**src/rtl/mips_pkg.sv**
```systemverilog
// rtl/mips_pkg.sv - shared states, encodings and per-state control word for the multicycle MIPS control unit
// Optional feature: MIPS_ADDI_EN adds the ADDI_EXEC/ADDI_WB states.
package mips_pkg;

    typedef enum logic [3:0] {
        S_FETCH     = 4'd0,
        S_DECODE    = 4'd1,
        S_MEM_ADDR  = 4'd2,
        S_MEM_RD    = 4'd3,
        S_MEM_WB    = 4'd4,
        S_MEM_WR    = 4'd5,
        S_EXEC      = 4'd6,
        S_R_WB      = 4'd7,
        S_BRANCH    = 4'd8,
        S_JUMP      = 4'd9
`ifdef MIPS_ADDI_EN
        ,
        S_ADDI_EXEC = 4'd10,
        S_ADDI_WB   = 4'd11
`endif
    } state_e;

    typedef enum logic [1:0] {
        ALU_OP_NONE  = 2'd0,
        ALU_OP_ADD   = 2'd1,
        ALU_OP_SUB   = 2'd2,
        ALU_OP_FUNCT = 2'd3
    } alu_op_e;

    localparam logic [5:0] OP_RTYPE = 6'b000000;
    localparam logic [5:0] OP_J     = 6'b000010;
    localparam logic [5:0] OP_BEQ   = 6'b000100;
    localparam logic [5:0] OP_LW    = 6'b100011;
    localparam logic [5:0] OP_SW    = 6'b101011;
`ifdef MIPS_ADDI_EN
    localparam logic [5:0] OP_ADDI  = 6'b001000;
`endif

    localparam logic [5:0] FN_ADD = 6'b100000;
    localparam logic [5:0] FN_SUB = 6'b100010;
    localparam logic [5:0] FN_AND = 6'b100100;
    localparam logic [5:0] FN_OR  = 6'b100101;
    localparam logic [5:0] FN_SLT = 6'b101010;

    localparam logic [3:0] ALU_ADD = 4'b0010;
    localparam logic [3:0] ALU_SUB = 4'b0110;
    localparam logic [3:0] ALU_AND = 4'b0000;
    localparam logic [3:0] ALU_OR  = 4'b0001;
    localparam logic [3:0] ALU_SLT = 4'b0111;

    localparam logic [1:0] SRC_B_REG     = 2'b00;
    localparam logic [1:0] SRC_B_FOUR    = 2'b01;
    localparam logic [1:0] SRC_B_IMM     = 2'b10;
    localparam logic [1:0] SRC_B_IMM_SH2 = 2'b11;

    localparam logic [1:0] PC_SRC_ALU    = 2'b00;
    localparam logic [1:0] PC_SRC_ALUOUT = 2'b01;
    localparam logic [1:0] PC_SRC_JUMP   = 2'b10;

    // pc_cond marks the branch state, where pc_en follows the ALU zero flag.
    typedef struct packed {
        logic       pc_en;
        logic       pc_cond;
        logic       i_or_d;
        logic       mem_read;
        logic       mem_write;
        logic       ir_write;
        logic       reg_dst;
        logic       mem_to_reg;
        logic       reg_write;
        logic       alu_src_a;
        logic [1:0] alu_src_b;
        logic [1:0] pc_source;
        alu_op_e    alu_op;
    } ctrl_t;

    function automatic ctrl_t state_ctrl(input state_e s);
        ctrl_t c;
        c = '0;
        case (s)
            S_FETCH: begin
                c.mem_read  = 1'b1;
                c.ir_write  = 1'b1;
                c.alu_src_b = SRC_B_FOUR;
                c.alu_op    = ALU_OP_ADD;
                c.pc_en     = 1'b1;
                c.pc_source = PC_SRC_ALU;
            end
            S_DECODE: begin
                c.alu_src_b = SRC_B_IMM_SH2;
                c.alu_op    = ALU_OP_ADD;
            end
            S_MEM_ADDR: begin
                c.alu_src_a = 1'b1;
                c.alu_src_b = SRC_B_IMM;
                c.alu_op    = ALU_OP_ADD;
            end
            S_MEM_RD: begin
                c.mem_read = 1'b1;
                c.i_or_d   = 1'b1;
            end
            S_MEM_WB: begin
                c.reg_write  = 1'b1;
                c.mem_to_reg = 1'b1;
            end
            S_MEM_WR: begin
                c.mem_write = 1'b1;
                c.i_or_d    = 1'b1;
            end
            S_EXEC: begin
                c.alu_src_a = 1'b1;
                c.alu_src_b = SRC_B_REG;
                c.alu_op    = ALU_OP_FUNCT;
            end
            S_R_WB: begin
                c.reg_write = 1'b1;
                c.reg_dst   = 1'b1;
            end
            S_BRANCH: begin
                c.alu_src_a = 1'b1;
                c.alu_src_b = SRC_B_REG;
                c.alu_op    = ALU_OP_SUB;
                c.pc_source = PC_SRC_ALUOUT;
                c.pc_cond   = 1'b1;
            end
            S_JUMP: begin
                c.pc_en     = 1'b1;
                c.pc_source = PC_SRC_JUMP;
            end
`ifdef MIPS_ADDI_EN
            S_ADDI_EXEC: begin
                c.alu_src_a = 1'b1;
                c.alu_src_b = SRC_B_IMM;
                c.alu_op    = ALU_OP_ADD;
            end
            S_ADDI_WB: begin
                c.reg_write = 1'b1;
            end
`endif
            default: ;
        endcase
        return c;
    endfunction

endpackage

```
**src/rtl/alu_decoder.sv**
```systemverilog
// rtl/alu_decoder.sv - maps the FSM's ALUOp class plus funct to the 4-bit ALU operation code
module alu_decoder
    import mips_pkg::*;
(
    input  alu_op_e    alu_op_i,
    input  logic [5:0] funct_i,
    output logic [3:0] alu_control_o,
    output logic       funct_valid_o
);

    always_comb begin
        alu_control_o = ALU_AND;
        funct_valid_o = 1'b1;
        case (alu_op_i)
            ALU_OP_ADD: alu_control_o = ALU_ADD;
            ALU_OP_SUB: alu_control_o = ALU_SUB;
            ALU_OP_FUNCT: begin
                case (funct_i)
                    FN_ADD: alu_control_o = ALU_ADD;
                    FN_SUB: alu_control_o = ALU_SUB;
                    FN_AND: alu_control_o = ALU_AND;
                    FN_OR:  alu_control_o = ALU_OR;
                    FN_SLT: alu_control_o = ALU_SLT;
                    default: begin
                        alu_control_o = ALU_ADD;
                        funct_valid_o = 1'b0;
                    end
                endcase
            end
            default: ;
        endcase
    end

endmodule

```
**src/rtl/mips_multicycle_control.sv**
```systemverilog
// rtl/mips_multicycle_control.sv - Moore control FSM for the multicycle MIPS datapath (MIPS_ADDI_EN enables addi)
module mips_multicycle_control
    import mips_pkg::*;
(
    input  logic       clk,
    input  logic       reset,
    input  logic [5:0] opcode,
    input  logic [5:0] funct,
    input  logic       zero,
    output logic       pc_en,
    output logic       i_or_d,
    output logic       mem_read,
    output logic       mem_write,
    output logic       ir_write,
    output logic       reg_dst,
    output logic       mem_to_reg,
    output logic       reg_write,
    output logic       alu_src_a,
    output logic [1:0] alu_src_b,
    output logic [1:0] pc_source,
    output logic [3:0] alu_control,
    output logic       illegal_op,
    output logic [3:0] state
);

    state_e state_q, state_d;
    ctrl_t  ctrl_q;
    ctrl_t  ctrl_c;
    logic   is_lw_q;
    logic   illegal_d;
    logic   funct_valid;

    alu_decoder u_alu_decoder (
        .alu_op_i      (ctrl_c.alu_op),
        .funct_i       (funct),
        .alu_control_o (alu_control),
        .funct_valid_o (funct_valid)
    );

    always_comb begin
        state_d   = state_q;
        illegal_d = 1'b0;
        case (state_q)
            S_FETCH: state_d = S_DECODE;
            S_DECODE: begin
                case (opcode)
                    OP_LW, OP_SW: state_d = S_MEM_ADDR;
                    OP_RTYPE:     state_d = S_EXEC;
                    OP_BEQ:       state_d = S_BRANCH;
                    OP_J:         state_d = S_JUMP;
`ifdef MIPS_ADDI_EN
                    OP_ADDI:      state_d = S_ADDI_EXEC;
`endif
                    default: begin
                        state_d   = S_FETCH;
                        illegal_d = 1'b1;
                    end
                endcase
            end
            S_MEM_ADDR: state_d = is_lw_q ? S_MEM_RD : S_MEM_WR;
            S_MEM_RD:   state_d = S_MEM_WB;
            S_EXEC: begin
                state_d   = funct_valid ? S_R_WB : S_FETCH;
                illegal_d = ~funct_valid;
            end
`ifdef MIPS_ADDI_EN
            S_ADDI_EXEC: state_d = S_ADDI_WB;
`endif
            default: state_d = S_FETCH;
        endcase
    end

    // The control word for the next state is registered, so outputs come straight off flops.
    always_ff @(posedge clk) begin
        if (reset) begin
            state_q <= S_FETCH;
            ctrl_q  <= state_ctrl(S_FETCH);
            is_lw_q <= 1'b0;
        end else begin
            state_q <= state_d;
            ctrl_q  <= state_ctrl(state_d);
            if (state_q == S_DECODE) begin
                is_lw_q <= (opcode == OP_LW);
            end
        end
    end

    // While reset is held, present FETCH selects but suppress every write/strobe.
    always_comb begin
        ctrl_c = ctrl_q;
        if (reset) begin
            ctrl_c           = state_ctrl(S_FETCH);
            ctrl_c.pc_en     = 1'b0;
            ctrl_c.pc_cond   = 1'b0;
            ctrl_c.ir_write  = 1'b0;
            ctrl_c.mem_read  = 1'b0;
            ctrl_c.mem_write = 1'b0;
            ctrl_c.reg_write = 1'b0;
        end
    end

    assign pc_en      = ctrl_c.pc_en | (ctrl_c.pc_cond & zero);
    assign i_or_d     = ctrl_c.i_or_d;
    assign mem_read   = ctrl_c.mem_read;
    assign mem_write  = ctrl_c.mem_write;
    assign ir_write   = ctrl_c.ir_write;
    assign reg_dst    = ctrl_c.reg_dst;
    assign mem_to_reg = ctrl_c.mem_to_reg;
    assign reg_write  = ctrl_c.reg_write;
    assign alu_src_a  = ctrl_c.alu_src_a;
    assign alu_src_b  = ctrl_c.alu_src_b;
    assign pc_source  = ctrl_c.pc_source;
    assign illegal_op = illegal_d & ~reset;
    assign state      = state_q;

endmodule

```
**config.mk**
```make
export PLATFORM = sky130hd
export DESIGN_NAME = mips_multicycle_control
export DESIGN_NICKNAME = d
export VERILOG_FILES = /design/src/rtl/mips_pkg.sv /design/src/rtl/alu_decoder.sv /design/src/rtl/mips_multicycle_control.sv
export SDC_FILE = /design/constraint.sdc
export NUM_CORES = 1
export LEC_CHECK = 0
export ABC_CLOCK_PERIOD_IN_PS = 1500
export BUFFER_PORTS_ARGS = -buffer_cell sky130_fd_sc_hd__buf_2
export CAP_MARGIN = 20
export CORE_MARGIN = 2
export CORE_UTILIZATION = 47
export DETAILED_ROUTE_END_ITERATION = 6
export PLACE_DENSITY = 0.77
export SETUP_SLACK_MARGIN = 0.4
export SLEW_MARGIN = 20
export SYNTH_ARGS = -nofsm -noshare
export SYNTH_HDL_FRONTEND = slang
export SYNTH_SLANG_ARGS = --single-unit
```
**constraint.sdc**
```tcl
create_clock -name clk -period 1.5 [get_ports clk]
set_clock_uncertainty 0.05 [all_clocks]
set_input_delay 0.075 -clock clk [delete_from_list [all_inputs] [get_ports clk]]
set_output_delay 0.075 -clock clk [all_outputs]
set_load 0.02 [all_outputs]
```
==> impl_metrics.json, run 1 <==
{
  "diodes": 0,
  "crit_chain": "nand2b_4 > a32oi_4 > nor3_2 > o21bai_1 > a211oi_2",
  "grt_overflow": 0,
  "cts_num_sinks": 20,
  "finalNonFillerCells": 195,
  "fin_crit_sh": 1.057,
  "dieArea_sq_um": 2521,
  "ys_seq_area_frac": 0.3990,
  "dieHeight_um": 50.21,
  "rr_startpoint": "state[0]$_SDFF_PP0_",
  "finalSetupTns_ns": -0.3932,
  "final_nets": 184,
  "power_frac_seq": 0.448,
  "synth_nets": 135,
  "finalHoldViolations": 0,
  "finalSetupViolations": 8,
  "drtIter0Drc": 27,
  "hp-start": "opcode[1]",
  "via_per_inst": 5.559,
  "startpoint": "state[0]$_SDFF_PP0_",
  "grt.total_usage": 0.2494,
  "clk_latency_ns": 0.31,
  "crit_path_start_kind": "flop",
  "path_clk_slew_ns": 0.12,
  "peakVddDrop_mv": 0.7062,
  "cts_buffers": 3,
  "critPathMaxStageDelay_ns": 0.41,
  "num_vias": 1084,
  "rsz0062_at_grt": "true",
  "design.core.area_sq_um": 1982,
  "ant_nets": 0,
  "grt_max_degree": 32,
  "worstSetupPathType": "flop to flop",
  "cts_tree": "done",
  "drv_cap": 0,
  "synthTopCellsByArea": "dfxtp_1 40%, nor2b_1 11%, nor2_1 7.5%, nand2b_1 3.7%, nand2_1 3.0%",
  "drtPass1Iterations": 4,
  "io_buffer_count": 35,
  "path_max_fanout": 6,
  "p_sw_frac": 0.2593,
  "combPwrFrac": 0.186,
  "p_leak_nw": 0.6821,
  "run_status": "finished with violations",
  "cp_slowest_cell": "dfxtp_4",
  "rows": 16,
  "p_clk_frac": 0.366,
  "preCtsSetupSlack_ns": 0.06204,
  "n_fill_cell": 114,
  "grt_pass1_vias": 1055,
  "yosys_warnings": 0,
  "start_util": 0.5063,
  "crit_arrival_ns": 1.75,
  "clock_path_buffers": 2,
  "syn_inst": 120,
  "setup_ws_ns": -0.08587,
  "areaGrowthSynthToFinish_pct": 62.97,
  "route.detailed.drc": 0,
  "gp_congestion": 0.8895,
  "critPathCaptureType": "flop",
  "period_needed_ns": 1.586,
  "p_per_area_nw_per_um2": 752.9,
  "timing.fmax_mhz": 630.6,
  "syn_area_sq_um": 1003,
  "dp_cells": 180,
  "drive_above_1_share": 0.5952,
  "synth.largest_area_cell": "dfxtp_1",
  "ys_types": 37,
  "postSynthAreaPerCell_sq_um": 8.362,
  "cts.htree.levels": 1,
  "ios": 37,
  "power.net_switching_mw": 0.3192,
  "antenna_found_initial": 0,
  "internal_power_mw": 0.9120,
  "slew_violations": 0,
  "synth_seq_cells": 20,
  "wl_per_cell_um": 16.10,
  "routed_wl_mm": 3.139,
  "cts-root-buf": "clkbuf_4",
  "place_hpwl_mm": 1.760,
  "hp-class": "primary input to flop",
  "die_x_um": 50.21,
  "grt_pass1_wl_mm": 4.761,
  "worstPathRequired_ns": 1.67,
  "violations": "setup timing",
  "synth.top_cell.area_share": 0.3990
}
## layer usage
metal,vias to the layer above,global-route usage,wire length [um],part of all wire
met4,0,0.1111,27,0.0086
met1,512,0.2985,1295,0.41
li1,515,-,-,-
met2,53,0.4364,1644,0.52
met5,-,0,0,0
met3,4,0.03869,171,0.054
## flip-flops by register name (all words and copies together) (netlist names)
register / flops
ctrl_q: 15
is_lw_q: 1
state: 4
## worst paths after layout
| check | end | slack [ns] | depth (start not counted) |
|---|---|---|---|
| worst max-delay path | ctrl_q[1]$_SDFF_PP0_ | -0.09 | 5 |
| worst min-delay path | is_lw_q$_SDFFE_PP0P_ | 0.12 | 3 |
| worst max register to register | ctrl_q[1]$_SDFF_PP0_ | -0.09 | 5 |
| worst min register to register | is_lw_q$_SDFFE_PP0P_ | 0.53 | 2 |
## Yosys cell counts, drive strengths merged
cell type / instances
dfxtp: 20
nor2: 20
nor2b: 18
nand2: 8
nand2b: 7
nor3: 6
a21oi: 4
a32oi: 3
clkbuf: 3
nor4: 3
a211o: 2
a211oi: 2
nand3b: 2
o22ai: 2
a21boi: 1
a311oi: 1
a31oi: 1
and2: 1
and3: 1
and4bb: 1
buf: 1
conb: 1
inv: 1
mux2i: 1
nand3: 1
nand4: 1
nand4b: 1
nor3b: 1
o211ai: 1
o21ai: 1
o21bai: 1
or2: 1
or3b: 1
xor2: 1
## critical path: cells and delay by family (launching register included)
family             cells  cell delay (ns)
AOI/OAI and AO/OA      3             0.49
DFF                    1             0.41
and+or+nand+nor        2             0.53
## stage by stage
stage	total power [mW]	instance area [sq um]	utilization	hold WS, ns
2_1_floorplan	0.6690	1081	-	0.09451
3_3_place_gp	0.7296	1286	0.6490	0.4123
3_5_place_dp	0.7336	1286	0.6490	0.4073
4_1_cts	1.203	1531	0.7727	0.08779
5_1_grt	1.278	1635	0.8251	0.1390
6_report	1.231	1635	0.8251	0.1186
## layout by cell type (no fill, tap or decap), drive strengths merged, types with 2 or more instances in the layout
master and count:
nor3 6, nor4 3, a211o 2, nand2 8
clkbuf 3, nand2b 7, o22ai 2, nor2b 18
nand3b 2, buf 48, a21oi 4, a32oi 3
a211oi 2, nor2 20, dfxtp 20
## power by group through the flow
| stage | Clock (mW) | Combinational [mW] | Sequential, mW |
|---|---|---|---|
| 2_1_floorplan | 0 | 0.105 | 0.564 |
| 3_3_place_gp | 0 | 0.167 | 0.563 |
| 3_5_place_dp | 0 | 0.170 | 0.564 |
| 6_report | 0.450 | 0.229 | 0.551 |
| 5_1_grt | 0.481 | 0.245 | 0.553 |
| 4_1_cts | 0.442 | 0.211 | 0.551 |
## area by class of cell
type / instances / area (sq um) / share of cell area
tap: 27 / 33.78 / 0.02066
sequential: 20 / 420.4 / 0.2571
multi-input combinational: 95 / 770.7 / 0.4713
clock buffer: 3 / 22.52 / 0.01377
timing repair buffer: 48 / 354.1 / 0.2165
inverter: 1 / 3.754 / 0.002295
clock inverter: 1 / 30.03 / 0.01836
## cell families after synthesis
family,Yosys count,share of synthesized area
buf+inv,5,0.02244
mux,1,0.009975
compound gates,19,0.1434
xor+xnor,1,0.008730
flops,20,0.3990
other cells,1,0.003737
simple gates,73,0.4127
## repair_timing
action,4_1_cts,5_1_grt
endpoints found under the setup margin,27,32
hold buffers,0,0
pin swaps,13,5
resized for setup,38,22
buffers inserted,8,3
(Power assumes the default switching activity.)
==> run 2, diff against run 1 <==
--- a/config.mk
+++ b/config.mk
@@ -6,12 +6,11 @@
 export NUM_CORES = 1
 export LEC_CHECK = 0
 export ABC_CLOCK_PERIOD_IN_PS = 1500
-export BUFFER_PORTS_ARGS = -buffer_cell sky130_fd_sc_hd__buf_2
 export CAP_MARGIN = 20
 export CORE_MARGIN = 2
-export CORE_UTILIZATION = 47
+export CORE_UTILIZATION = 50
 export DETAILED_ROUTE_END_ITERATION = 6
-export PLACE_DENSITY = 0.77
+export DONT_BUFFER_PORTS = 1
 export SETUP_SLACK_MARGIN = 0.4
 export SLEW_MARGIN = 20
 export SYNTH_ARGS = -nofsm -noshare
==> impl_metrics.json, run 2 (same netlist as run 1, synthesis figures left out) <==
{
  "num_vias": 912,
  "dp_cells": 143,
  "setup_ws_ns": -0.007194,
  "design.core.area_sq_um": 1922,
  "io_buffer_count": 0,
  "place_area_sq_um": 1096,
  "ios": 37,
  "hp-start": "opcode[2]",
  "place_hpwl_mm": 1.524,
  "grt_max_degree": 19,
  "grt_pass1_wl_mm": 3.905,
  "finalNonFillerCells": 162,
  "worstSetupPathType": "flop to flop",
  "cts_num_sinks": 20,
  "violations": "setup timing",
  "dieHeight_um": 48.80,
  "rr_startpoint": "state[1]$_SDFF_PP0_",
  "timing.fmax_mhz": 663.5,
  "via_per_inst": 5.630,
  "crit_arrival_ns": 1.63,
  "drtPass1Iterations": 2,
  "whs_path_depth": 3,
  "dieArea_sq_um": 2381,
  "final_area_sq_um": 1468,
  "path_max_fanout": 8,
  "critPathCaptureType": "flop",
  "layout_common_cells": "14 x nor2_1, 13 x dfxtp_1, 11 x nor2b_2",
  "run_status": "finished with violations",
  "drv_cap": 0,
  "final_nets": 151,
  "top_register": "ctrl_q",
  "fin_crit_sh": 1.005,
  "reg2reg_depth": 4,
  "clk_latency_ns": 0.29,
  "drive_above_1_share": 0.5185,
  "post-route-util": 0.7637,
  "cts_buffers": 3,
  "largest_reg_flops": 15,
  "p_per_area_nw_per_um2": 666.5,
  "path_clk_slew_ns": 0.10,
  "antenna_found_initial": 0,
  "ant_nets": 0,
  "worstPathRequired_ns": 1.63,
  "peakVddDrop_mv": 0.6194,
  "wl_per_cell_um": 16.02,
  "start_util": 0.5221,
  "worst_slew_pin_slew_ns": 0.6729,
  "whs_ns": 0.009915,
  "period_needed_ns": 1.507,
  "slew_violations": 0,
  "areaGrowthSynthToFinish_pct": 46.26,
  "grt_pass1_vias": 851,
  "route.detailed.drc": 0,
  "preCtsSetupSlack_ns": 0.03693,
  "crit_path_start_kind": "flop",
  "cts_tree": "done",
  "hp-class": "primary input to flop",
  "diodes": 0,
  "die_x_um": 48.80,
  "cts.htree.levels": 1,
  "cts-root-buf": "clkbuf_4",
  "finalSetupViolations": 2,
  "drtIter0Drc": 6,
  "grt_overflow": 0,
  "mostFrequentLayoutCell": "nor2_1",
  "routed_wl_mm": 2.596,
  "startpoint": "state[1]$_SDFF_PP0_",
  "clock_path_buffers": 2,
  "gp_congestion": 0.7784,
  "rsz0062_at_grt": "true",
  "grt.total_usage": 0.2129,
  "finalHoldViolations": 0,
  "p_leak_nw": 0.5192,
  "relSlewSlack": 0.5499,
  "rows": 16
}
-- run 2: changes by cell type in the layout (fill, tap and decap cells not counted), sizes merged --
cell         delta
buf            -35
dlygate4sd3     +2
bufinv          -1
clkbuf          +1
-- run 2: layer usage --
| metal | share of wire | GRT usage | wire, um | vias up |
|---|---|---|---|---|
| met3 | 0.038 | 0.07055 | 99 | 4 |
| met5 | 0 | 0 | 0 | - |
| met2 | 0.53 | 0.3995 | 1386 | 21 |
| met4 | 0.013 | 0.04762 | 33 | 0 |
| li1 | - | - | - | 450 |
| met1 | 0.41 | 0.2295 | 1077 | 437 |
-- run 2: metrics by stage --
stage | total power, mW | setup TNS [ns]
floorplan | 0.6690 | 0
global placement | 0.6726 | 0
detailed placement | 0.6729 | 0
CTS | 0.9643 | -0.001098
global route | 1.028 | -0.3099
finish | 0.9781 | -0.008095
-- run 2: where the power goes --
| group | internal (mW) | total [mW] | switching [mW] |
|---|---|---|---|
| combinational | 0.0785 | 0.176 | 0.0978 |
| sequential | 0.541 | 0.554 | 0.0129 |
| clock | 0.103 | 0.248 | 0.144 |
| total | 0.723 | 0.978 | 0.255 |
-- run 2: final timing paths --
path	end	slack [ns]
setup / recovery	ctrl_q[0]$_SDFF_PP1_	-0.007
hold / removal	is_lw_q$_SDFFE_PP0P_	0.01
setup reg to reg	ctrl_q[0]$_SDFF_PP1_	-0.007
hold reg to reg	is_lw_q$_SDFFE_PP0P_	0.52
-- run 2: worst max-delay path, stage by stage, from the launching register on --
cell	delay (ns)
dfxtp_4	0.46
or3b_4	0.45
o22ai_4	0.13
a211o_1	0.21
nand3b_1	0.09
-- run 2: repair_timing --
item,in CTS,in global routing
buffers inserted,10,3
hold buffers,2,0
setup endpoints to repair,28,35
pin swaps,14,13
resized for setup,28,30
gates cloned,0,0
hold endpoints to repair,20,0
-- run 2: area by class of cell --
cell class | count | area [sq um]
repair buffers | 15 | 143.9
fillers | 142 | 454.2
flip-flops and latches | 20 | 419.2
clock buffers | 4 | 26.28
inverters | 1 | 3.754
multi-input cells | 95 | 840.8
well taps | 27 | 33.78
==> run 3, diff against run 2 <==
--- a/config.mk
+++ b/config.mk
@@ -12,6 +12,7 @@
 export DETAILED_ROUTE_END_ITERATION = 6
 export DONT_BUFFER_PORTS = 1
 export SETUP_SLACK_MARGIN = 0.4
+export SKIP_LAST_GASP = 1
 export SLEW_MARGIN = 20
 export SYNTH_ARGS = -nofsm -noshare
 export SYNTH_HDL_FRONTEND = slang
==> impl_metrics.json, run 3 (same netlist as run 1, synthesis figures left out) <==
{
  "place_hpwl_mm": 1.524,
  "ant_nets": 0,
  "p_per_area_nw_per_um2": 679.3,
  "drv_cap": 0,
  "cts.htree.levels": 1,
  "design.core.area_sq_um": 1922,
  "mostFrequentLayoutCell": "nor2_1",
  "layout_common_cells": "14 x nor2_1, 13 x dfxtp_1, 11 x nor2b_2",
  "rr_startpoint": "state[3]$_SDFF_PP0_",
  "run_status": "completed",
  "rsz0062_at_grt": "true",
  "grt_overflow": 0,
  "num_vias": 914,
  "fin_crit_sh": 0.9991,
  "r2r_end": "ctrl_q[1]$_SDFF_PP0_",
  "path_max_fanout": 8,
  "grt_pass1_wl_mm": 3.836,
  "antenna_found_initial": 0,
  "finalSetupViolations": 0,
  "areaGrowthSynthToFinish_pct": 43.02,
  "dieHeight_um": 48.80,
  "setup_ws_ns": 0.001374,
  "whs_ns": 0.01167,
  "post-route-util": 0.7467,
  "hp-start": "opcode[2]",
  "cts_tree": "done",
  "drtPass1Iterations": 4,
  "multiInputGateArea_sq_um": 792.0,
  "clk_latency_ns": 0.29,
  "route.detailed.drc": 0,
  "peakVddDrop_mv": 0.6130,
  "gp_congestion": 0.7784,
  "clock_path_buffers": 2,
  "path_clk_slew_ns": 0.10,
  "r2r_slack_ns": 0.001,
  "period_needed_ns": 1.499,
  "cts-root-buf": "clkbuf_4",
  "n_fill_cell": 148,
  "die_x_um": 48.80,
  "routed_wl_mm": 2.528,
  "crit_path_start_kind": "flop",
  "slew_violations": 0,
  "worstSetupPathType": "flop to flop",
  "io_buffer_count": 0,
  "timing.fmax_mhz": 667.3,
  "critPathCaptureType": "flop",
  "relSlewSlack": 0.6229,
  "cts_buffers": 3,
  "p_leak_nw": 0.5118,
  "via_per_inst": 5.607,
  "crit_arrival_ns": 1.66,
  "drtIter0Drc": 12,
  "grt.total_usage": 0.2076,
  "ios": 37,
  "dp_cells": 143,
  "finalSetupTns_ns": 0,
  "drive_above_1_share": 0.5000,
  "dieArea_sq_um": 2381,
  "rows": 16,
  "finalNonFillerCells": 163,
  "cts_num_sinks": 20,
  "worst_slew_pin_slew_ns": 0.5639,
  "grt_max_degree": 19,
  "top_register": "ctrl_q",
  "finalHoldViolations": 0,
  "hp-class": "primary input to flop",
  "start_util": 0.5221,
  "final_nets": 152,
  "largest_reg_flops": 15,
  "preCtsSetupSlack_ns": 0.03693,
  "seq_area_sq_um": 419.2,
  "diodes": 0,
  "holdPathEnd": "is_lw_q$_SDFFE_PP0P_",
  "grt_pass1_vias": 816,
  "worstPathRequired_ns": 1.66,
  "whs_path_depth": 3,
  "wl_per_cell_um": 15.51,
  "reg2reg_depth": 5
}
## run 3: report_power, final
part	internal [mW]	leakage [nW]	total, mW	switching [mW]
Combinational	0.0782	0.330	0.170	0.0915
Sequential	0.541	0.167	0.554	0.0128
Clock	0.104	0.0150	0.251	0.147
## run 3: worst max path at each step
stage / start / end / cells past startpoint
6_report: state[3]$_SDFF_PP0_ / ctrl_q[1]$_SDFF_PP0_ / 5
5_1_grt: ctrl_q[1]$_SDFF_PP0_ / ctrl_q[0]$_SDFF_PP1_ / 6
4_1_cts: ctrl_q[1]$_SDFF_PP0_ / illegal_op / 4
3_5_place_dp: state[1]$_SDFF_PP0_ / ctrl_q[0]$_SDFF_PP1_ / 5
3_3_place_gp: state[1]$_SDFF_PP0_ / ctrl_q[0]$_SDFF_PP1_ / 5
2_1_floorplan: state[1]$_SDFF_PP0_ / ctrl_q[0]$_SDFF_PP1_ / 4
## run 3: critical path, cell delays in order, from the launching register on
cell      delay [ns]
dfxtp_4         0.41
and4bb_2        0.33
nor2b_4         0.24
buf_12          0.13
o21bai_1        0.05
a211oi_1        0.18
## run 3: area by class of cell
cell class / instances / area share
Multi-Input combinational cell: 95 / 0.5519
Sequential cell: 20 / 0.2921
Timing Repair Buffer: 16 / 0.1116
Tap cell: 27 / 0.02354
Clock buffer: 4 / 0.01831
Inverter: 1 / 0.002616
## run 3: metrics by stage
step / power (mW) / area, sq um
6_report: 0.9749 / 1435
3_5_place_dp: 0.6729 / 1096
4_1_cts: 0.9627 / 1309
5_1_grt: 1.022 / 1435
2_1_floorplan: 0.6690 / 1081
3_3_place_gp: 0.6726 / 1096
## run 3: repair_timing
item                                    in CTS  in global routing
resized for setup                           24                 24
pin swaps                                   14                 12
hold buffers                                 2                  0
endpoints found under the hold margin       20                  0
setup buffers                               10                  4
endpoints found under the setup margin      28                 35
## run 3: metal layers
| metal | up-vias | share of wire | routed length [um] | global-route usage |
|---|---|---|---|---|
| met2 | 26 | 0.54 | 1361 | 0.3881 |
| met1 | 438 | 0.41 | 1041 | 0.2395 |
| met3 | 2 | 0.046 | 117 | 0.05828 |
| met5 | - | 0 | 0 | 0 |
| li1 | 448 | - | - | - |
| met4 | 0 | 0.0032 | 8 | 0.02857 |
